$ cat src/rtl/jk_flop_bank_pkg.sv
// Shared types and default parameters for the jk_flop_bank register primitive.
package jk_flop_bank_pkg;

    typedef enum logic [1:0] {
        JKFB_JK   = 2'b00,
        JKFB_D    = 2'b01,
        JKFB_T    = 2'b10,
        JKFB_HOLD = 2'b11
    } jkfb_mode_t;

    localparam int JKFB_WIDTH_DEF = 8;
    localparam int JKFB_CNT_W_DEF = 16;

endpackage

$ cat src/rtl/jkfb_popcount.sv
// Combinational population count of a WIDTH-bit vector.
module jkfb_popcount
    import jk_flop_bank_pkg::*;
#(
    parameter int WIDTH = JKFB_WIDTH_DEF,
    parameter int OUT_W = $clog2(WIDTH + 1)
) (
    input  logic [WIDTH-1:0] i_bits,
    output logic [OUT_W-1:0] o_count
);

    always_comb begin
        o_count = '0;
        for (int i = 0; i < WIDTH; i++) begin
            o_count = o_count + OUT_W'(i_bits[i]);
        end
    end

endmodule

$ cat src/rtl/jk_flop_bank.sv
// WIDTH-bit JK/D/T/hold register bank with parallel load and edge flags.
// Optional saturating transition counter enabled by JK_FLOP_BANK_TOGGLE_CNT_EN.
module jk_flop_bank
    import jk_flop_bank_pkg::*;
#(
    parameter int               WIDTH     = JKFB_WIDTH_DEF,
    parameter logic [WIDTH-1:0] RESET_VAL = '0,
    parameter int               CNT_W     = JKFB_CNT_W_DEF
) (
    input  logic             clk,
    input  logic             rst_n,
    input  logic             en,
    input  logic [1:0]       mode,
    input  logic [WIDTH-1:0] j,
    input  logic [WIDTH-1:0] k,
    input  logic             load,
    input  logic [WIDTH-1:0] load_val,
    output logic [WIDTH-1:0] q,
    output logic [WIDTH-1:0] q_rise,
    output logic [WIDTH-1:0] q_fall
`ifdef JK_FLOP_BANK_TOGGLE_CNT_EN
    ,
    input  logic             cnt_clr,
    output logic [CNT_W-1:0] toggle_cnt,
    output logic             cnt_sat
`endif
);

    logic [WIDTH-1:0] r_q;
    logic [WIDTH-1:0] r_rise;
    logic [WIDTH-1:0] r_fall;
    logic [WIDTH-1:0] w_q_nx;
    jkfb_mode_t       w_mode;

    assign w_mode = jkfb_mode_t'(mode);

    // Load outranks everything; en=0 behaves exactly like HOLD.
    always_comb begin
        w_q_nx = r_q;
        if (load) begin
            w_q_nx = load_val;
        end else if (en) begin
            case (w_mode)
                JKFB_JK: w_q_nx = (j & ~r_q) | (~k & r_q);
                JKFB_D:  w_q_nx = j;
                JKFB_T:  w_q_nx = r_q ^ j;
                default: w_q_nx = r_q;
            endcase
        end
    end

    always_ff @(posedge clk or negedge rst_n) begin
        if (!rst_n) begin
            r_q    <= RESET_VAL;
            r_rise <= '0;
            r_fall <= '0;
        end else begin
            r_q    <= w_q_nx;
            r_rise <= w_q_nx & ~r_q;
            r_fall <= ~w_q_nx & r_q;
        end
    end

    assign q      = r_q;
    assign q_rise = r_rise;
    assign q_fall = r_fall;

`ifdef JK_FLOP_BANK_TOGGLE_CNT_EN
    localparam int PC_W = $clog2(WIDTH + 1);

    logic [PC_W-1:0]  w_pc;
    logic [CNT_W:0]   w_sum;
    logic [CNT_W-1:0] w_cnt_nx;
    logic [CNT_W-1:0] r_cnt;

    jkfb_popcount #(
        .WIDTH (WIDTH),
        .OUT_W (PC_W)
    ) u_popcount (
        .i_bits  (w_q_nx ^ r_q),
        .o_count (w_pc)
    );

    // One spare bit on the sum makes overflow visible for saturation.
    always_comb begin
        w_sum    = {1'b0, r_cnt} + (CNT_W + 1)'(w_pc);
        w_cnt_nx = w_sum[CNT_W] ? '1 : w_sum[CNT_W-1:0];
        if (cnt_clr) begin
            w_cnt_nx = '0;
        end
    end

    always_ff @(posedge clk or negedge rst_n) begin
        if (!rst_n) begin
            r_cnt <= '0;
        end else begin
            r_cnt <= w_cnt_nx;
        end
    end

    assign toggle_cnt = r_cnt;
    assign cnt_sat    = &r_cnt;
`endif

endmodule

$ cat config.mk
export PLATFORM = sky130hd
export DESIGN_NAME = jk_flop_bank
export DESIGN_NICKNAME = d
export VERILOG_FILES = /design/src/rtl/jk_flop_bank_pkg.sv /design/src/rtl/jkfb_popcount.sv /design/src/rtl/jk_flop_bank.sv
export SDC_FILE = /design/constraint.sdc
export NUM_CORES = 1
export LEC_CHECK = 0
export BUFFER_PORTS_ARGS = -buffer_cell sky130_fd_sc_hd__buf_4
export CAP_MARGIN = 20
export CORE_MARGIN = 4
export CORE_UTILIZATION = 40
export DETAILED_ROUTE_END_ITERATION = 8
export PLACE_DENSITY_LB_ADDON = 0.05
export SLEW_MARGIN = 20
export SYNTH_ARGS = -nofsm -noshare
export SYNTH_HDL_FRONTEND = slang
export SYNTH_SLANG_ARGS = --single-unit
$ cat constraint.sdc
create_clock -name clk -period 1.7 [get_ports clk]
set_clock_uncertainty 0.1 [all_clocks]
set_input_delay 0.255 -clock clk [delete_from_list [all_inputs] [get_ports clk]]
set_output_delay 0.255 -clock clk [all_outputs]
set_load 0.01 [all_outputs]
# Word-level counts from Yosys, hierarchy flattened
# Cells that the tools add are included.
[classes] add_sub_neg=0 multipliers=0 div_mod_pow=0 order_cmp=0 n_eq_ne=2 n_shift=0 muxes=3 bitwise=9 reduce_logical=1
[op_table] operator="$and A8 B8 Y8" n=4
[op_table] operator="$not A8 Y8" n=3
[op_table] operator="$pmux W8 S3" n=1
[op_table] operator="$mux W8" n=2
[op_table] operator="$or A8 B8 Y8" n=1
[op_table] operator="$xor A8 B8 Y8" n=1
[op_table] operator="$eq A2 B1 Y1 const B" n=1
[op_table] operator="$eq A2 B2 Y1 const B" n=1
[op_table] operator="$logic_not A2 Y1" n=1
[word_totals] reg_bits=24 latch_bits=0 ramBits=0 romBits=0 in_bits=30 output_inout_bits=24 word_cells=18 mem_count=0

# Logic depth before layout (Yosys ltp)
# Gate-level depths: netlist of the first run.
[depth] word_depth=8 ltp_mapped=6 ltp_nobuf=4

# Worst setup path before layout of the first run
# OpenSTA, ideal clock, no wires.
[synth_timing] path_kind="reg-to-reg" start="register r_q[0], in the netlist q[0]" end="register r_q[0], in the netlist q[0]" setup_ps=92 t_arrival_ps=1212 required_time_ps=1508 setup_slack_ps=296 path_stages_with_launch=5 n_path_buf=0 synth_period_minus_slack_ps=1404 cell_sequence="dfrtp_1 > and4bb_2 > nor4_2 > nor2b_1 > o31ai_2"
[synth_via] elab_chain_cells=6 elab_cells_between_ends=8 classes_between="mux (3); bitwise (5)"
[synth_rtl] element="from (decl)" line="jk_flop_bank.sv:29" source="logic [WIDTH-1:0] r_q;"
[synth_rtl] element="from (signal assigned)" line="jk_flop_bank.sv:58" source="r_q <= w_q_nx;"
[synth_rtl] element="$not A8 Y8" line="jk_flop_bank.sv:44" source="JKFB_JK: w_q_nx = (j & ~r_q) | (~k & r_q);"
[synth_rtl] element="$and A8 B8 Y8" line="jk_flop_bank.sv:44"
[synth_rtl] element="$or A8 B8 Y8" line="jk_flop_bank.sv:44"
[synth_rtl] element="$pmux W8 S3" line="jk_flop_bank.sv:43" source="case (w_mode)"
[synth_rtl] element="$mux W8 (*)" line="jk_flop_bank.sv:42" source="end else if (en) begin"
[synth_rtl] element="$mux W8 (*)" line="jk_flop_bank.sv:40" source="if (load) begin"
[synth_rtl] element="via w_q_nx[0]" line="jk_flop_bank.sv:32" source="logic [WIDTH-1:0] w_q_nx;"
# The timed path passes the listed nets; every way through them passes the cells marked *.

# Final worst setup path of the first run
[layout_timing] start="register r_q[3], in the netlist q[3]" end="register r_q[3], in the netlist q[3]"
# The elaborated chain is that of the path after synthesis.

==> flow_metrics.py, run 1 <==
metrics = {
    "run_status": {
        "status": "finished, final reports clean",
    },
    "worst_setup_path": {
        "cp_slowest_cell": "dfrtp_1",
        "crit_chain": "and4bb_2 > nor4_2 > nor2b_1 > o31ai_2",
        "crit_fanout": 8,
        "critical_path_required_ps": 1830,
        "worstSetupEndpointType": "flip-flop",
        "arrival_ps": 1640,
        "slowest_delay_ps": 480,
        "startpoint_type": "flip-flop",
        "critical_path_class": "reg2reg",
    },
    "logic_synthesis": {
        "avgSynthCellArea_um2": 9.538,
        "synth.yosys.seq_area_share_pct": 43.13,
        "synth_top_cell_by_area": "dfrtp_1",
        "ys.flop_type": "dfrtp_1",
        "synthDistinctLibCells": 29,
        "yosysMostFrequentCell": "nand2_1",
        "netlist_area_mm2": 0.001393,
        "synthTopCellsByCount": "nand2_1 (34), dfrtp_1 (24), nor2_1 (9), a21oi_1 (8), nor3b_1 (8)",
        "async_reset_ff_share_pct": 100.0,
        "ys_ff_latch": 24,
        "syn-num-nets": 176,
        "synth.area.top_cells": "dfrtp_1 (43%), nand2_1 (9.2%), nor3b_1 (4.3%)",
        "yosys_warnings": 0,
        "synth_top_area_share_pct": 43.13,
        "synth_edf_count": 0,
        "netlist_instances": 146,
    },
    "clock_tree": {
        "htree_levels": 1,
        "clk_pin_slew_ps": 130,
        "cts_buffers": 3,
        "cts.sinks": 24,
        "root_buffer": "clkbuf_4",
        "postCtsResizedCells": 0,
        "cts.path.max_buffers": 2,
        "postCtsSetupBuffers": 0,
        "cts_tree": "done",
        "insertion_delay_ps": 300,
    },
    "timing": {
        "slew_violations": 0,
        "tightest_slew_ps": 472.9,
        "fmaxAchievable_mhz": 662.0,
        "setup_viol": 0,
        "hold_violations": 0,
        "max_slew_margin_pct": 68.40,
        "fin_crit_sh_pct": 88.85,
        "rsz0062_at_grt": "false",
        "tns_ps": 0,
        "period_needed_ps": 1510,
    },
    "route": {
        "via_count": 1318,
        "viasPerCell": 5.402,
        "totalWireLength_um": 3568,
        "wire_per_inst_um": 14.62,
        "dr.pass1.iters": 4,
        "drc": 0,
        "ant_nets": 0,
        "drt_iter0_drc": 57,
    },
    "global_routing": {
        "grt_pass1_wl_um": 5692,
        "grt_pass1_vias": 1263,
        "track_usage_pct": 16.65,
        "overflow": 0,
        "antenna_found_initial": 0,
        "grt_max_degree": 26,
    },
    "layout": {
        "diodes": 0,
        "layout-drive-gt1-share_pct": 35.86,
        "fin_nets": 230,
        "num-fill-cells": 341,
        "syn2layout_area_growth_pct": 32.17,
        "final-instance-count-excl-fill": 244,
    },
    "die": {
        "die_h_um": 67.01,
        "die_w_um": 67.01,
        "dieArea_mm2": 0.004490,
        "rows": 21,
        "ios": 54,
        "initial_core_util_pct": 41.73,
        "core_mm2": 0.003337,
    },
    "power": {
        "p_leak_nw": 0.8396,
        "total_power_mw": 1.279,
        "cellPowerDensity_mw_per_mm2": 694.8,
        "peakVddDrop_mv": 0.3565,
    },
    "place": {
        "place_hpwl_um": 2569,
        "portBuffers": 53,
        "place_congestion": 0.6887,
        "dp_cells": 238,
    },
    "run": {
        "maxCapViolations": 0,
    },
    "hold_path": {
        "min_path_type": "in2reg",
    },
}
kinds of logic after synthesis:
group,share of synthesized area [%]
AND/OR/NAND/NOR,34.05
AO/OA/AOI/OAI,17.43
flip-flops,43.13
buffers and inverters,5.390
sequential cells by signal (all words and copies together) (netlist names):
| register | count |
|---|---|
| q | 8 |
| q_rise | 8 |
| q_fall | 8 |
worst paths after layout:
| path | from | endpoint | slack (ps) | cells past startpoint |
|---|---|---|---|---|
| worst max-delay path | q[3] | q[3] | 190 | 4 |
| worst min-delay path | load_val[1] | q_fall[1] | 5 | 2 |
| worst min register to register | q[2] | q_rise[2] | 460 | 1 |
| max in group asynchronous | rst_n | q_fall[6] | 990 | 2 |
| min in group asynchronous | rst_n | q_fall[3] | 270 | 2 |
| worst max register to register | q[3] | q[3] | 190 | 4 |
repair_timing:
action                                 in CTS  in global routing
endpoints found under the hold margin      24                  2
setup endpoints to repair                   0                  0
hold buffers                                1                  2
area by class of cell:
cell class | count | area (um^2) | share of cell area, %
multi-input combinational | 113 | 716.9 | 38.95
sequential | 24 | 600.6 | 32.63
timing repair buffer | 58 | 442.9 | 24.07
tap | 46 | 57.56 | 3.127
clock buffer | 3 | 22.52 | 1.224
metal layers:
| layer | up-vias | GRT usage, % | part of all wire (%) |
|---|---|---|---|
| met5 | - | 0 | 0 |
| met4 | 0 | 6.076 | 0.64 |
| met3 | 2 | 3.373 | 7.4 |
| met2 | 39 | 29.33 | 49 |
| met1 | 636 | 19.71 | 42 |
| li1 | 641 | - | - |
critical path, delay by kind of cell, from the launching register on:
| kind | cells | cell delay [ps] |
|---|---|---|
| and+or+nand+nor | 3 | 680 |
| AOI/OAI and AO/OA | 1 | 180 |
| DFF | 1 | 480 |
per-stage QoR:
step / hold slack (ps) / util (%) / setup WS (ps) / area, um^2
final: 4.639 / 55.16 / 189.5 / 1841
after global routing: 3.179 / 55.16 / 68.55 / 1841
after CTS: 3.178 / 54.56 / 180.9 / 1821
after detailed placement: 75.37 / 53.58 / 162.7 / 1788
after global placement: 73.04 / 53.58 / 226.1 / 1788
after floorplan: -140.6 / - / 296.0 / 1393
power breakdown:
group / total [mW] / internal [mW] / switching [mW] / leakage, nW
registers: 0.671 / 0.621 / 0.0495 / 0.309
clock network: 0.246 / 0.0828 / 0.163 / 0.0138
logic: 0.362 / 0.189 / 0.173 / 0.517
placed cells by master (no fill, tap or decap), types with 5 or more instances in the layout:
master / n
a21oi_1: 8
o22ai_1: 7
dfrtp_1: 24
nor3b_1: 8
nand2b_1: 5
nor2_1: 9
nand2_1: 34
buf_4: 55
Power figures use the tool's default switching activity.
==> run 2: changes to the inputs <==
MAX_ROUTING_LAYER = met4   (was unset)
==> flow_metrics.py, run 2 (synthesized netlist as in run 1, its figures left out) <==
metrics = {
    "place": {
        "dp_cells": 238,
        "place_congestion": 0.6959,
        "placedInstanceArea_mm2": 0.001788,
        "dp_slack_ps": 162.7,
        "place_hpwl_um": 2569,
        "portBuffers": 53,
    },
    "layout": {
        "layout_common_cells": "buf_4 (55), nand2_1 (34), dfrtp_1 (24)",
        "diodes": 0,
        "syn2layout_area_growth_pct": 32.17,
        "design_area_mm2": 0.001841,
        "final-instance-count-excl-fill": 244,
        "fin_nets": 230,
        "mostFrequentLayoutCell": "buf_4",
        "final_core_util_pct": 55.16,
        "layout-drive-gt1-share_pct": 35.86,
    },
    "global_routing": {
        "grt_pass1_wl_um": 5685,
        "grt_pass1_vias": 1266,
        "grt_max_degree": 26,
        "overflow": 0,
        "antenna_found_initial": 0,
        "track_usage_pct": 17.09,
    },
    "worst_setup_path": {
        "critical_path_required_ps": 1830,
        "r2r_cells": 4,
        "r2r_setup_slack_ps": 190,
        "critical_path_class": "reg2reg",
        "startpoint_type": "flip-flop",
        "worstSetupEndpointType": "flip-flop",
        "crit_fanout": 8,
        "arrival_ps": 1640,
    },
    "clock_tree": {
        "cts.path.max_buffers": 2,
        "htree_levels": 1,
        "cts_tree": "done",
        "postCtsResizedCells": 0,
        "cts.sinks": 24,
        "root_buffer": "clkbuf_4",
        "insertion_delay_ps": 300,
        "cts_buffers": 3,
        "clk_pin_slew_ps": 130,
    },
    "route": {
        "drc": 0,
        "via_count": 1319,
        "wire_per_inst_um": 14.55,
        "drt_iter0_drc": 46,
        "totalWireLength_um": 3549,
        "viasPerCell": 5.406,
        "dr.pass1.iters": 4,
        "ant_nets": 0,
    },
    "power": {
        "p_leak_nw": 0.8396,
        "total_power_mw": 1.277,
        "cellPowerDensity_mw_per_mm2": 694.0,
        "peakVddDrop_mv": 0.3565,
    },
    "timing": {
        "tns_ps": 0,
        "slew_violations": 0,
        "holdWs_ps": 4.700,
        "period_needed_ps": 1510,
        "rsz0062_at_grt": "false",
        "hold_violations": 0,
        "setup_viol": 0,
        "max_slew_margin_pct": 68.55,
        "tightest_slew_ps": 470.7,
        "fin_ws_ps": 189.5,
        "fin_crit_sh_pct": 88.85,
        "fmaxAchievable_mhz": 662.0,
    },
    "die": {
        "die_h_um": 67.01,
        "initial_core_util_pct": 41.73,
        "rows": 21,
        "ios": 54,
        "die_w_um": 67.01,
        "dieArea_mm2": 0.004490,
        "core_mm2": 0.003337,
    },
    "hold_path": {
        "min_path_type": "in2reg",
        "whs_path_depth": 2,
    },
    "run": {
        "maxCapViolations": 0,
    },
    "run_status": {
        "status": "finished, final reports clean",
    },
}
==> run 2: cell counts in the layout (fill, tap and decap cells not counted) <==
No cell type changed its count.
==> run 2: repair_timing <==
action / CTS / global route
hold buffers: 1 / 2
endpoints found under the hold margin: 24 / 2
setup buffers: 0 / 0
==> run 2: final timing paths <==
| check | startpoint | end |
|---|---|---|
| worst max-delay path | q[3] | q[3] |
| worst min-delay path | load_val[1] | q_fall[1] |
| worst max register to register | q[3] | q[3] |
| worst min register to register | q[2] | q_rise[2] |
| max in group asynchronous | rst_n | q_fall[6] |
| min in group asynchronous | rst_n | q_fall[3] |
==> run 2: critical path: stages (launching register included) <==
cell and delay [ps]:
dfrtp_1 480, and4bb_2 260, nor4_2 320, nor2b_1 100
o31ai_2 180
==> run 2: final cells by class <==
cell class	instances	area, um^2
clock buffers	3	22.52
fillers	341	1496
well taps	46	57.56
flip-flops and latches	24	600.6
repair buffers	58	442.9
multi-input cells	113	716.9
==> run 2: routing by layer <==
layer / part of all wire, % / GRT usage (%) / routed length, um / up-vias
li1: - / - / - / 641
met1: 43 / 20.02 / 1523 / 636
met2: 50 / 29.33 / 1764 / 40
met3: 6.7 / 2.867 / 238 / 2
met4: 0.65 / 6.076 / 23 / 0
met5: 0 / - / 0 / -
==> run 2: power breakdown <==
| part | internal, mW | switching, mW |
|---|---|---|
| combinational | 0.189 | 0.173 |
| clock | 0.0828 | 0.162 |
| sequential | 0.621 | 0.0493 |
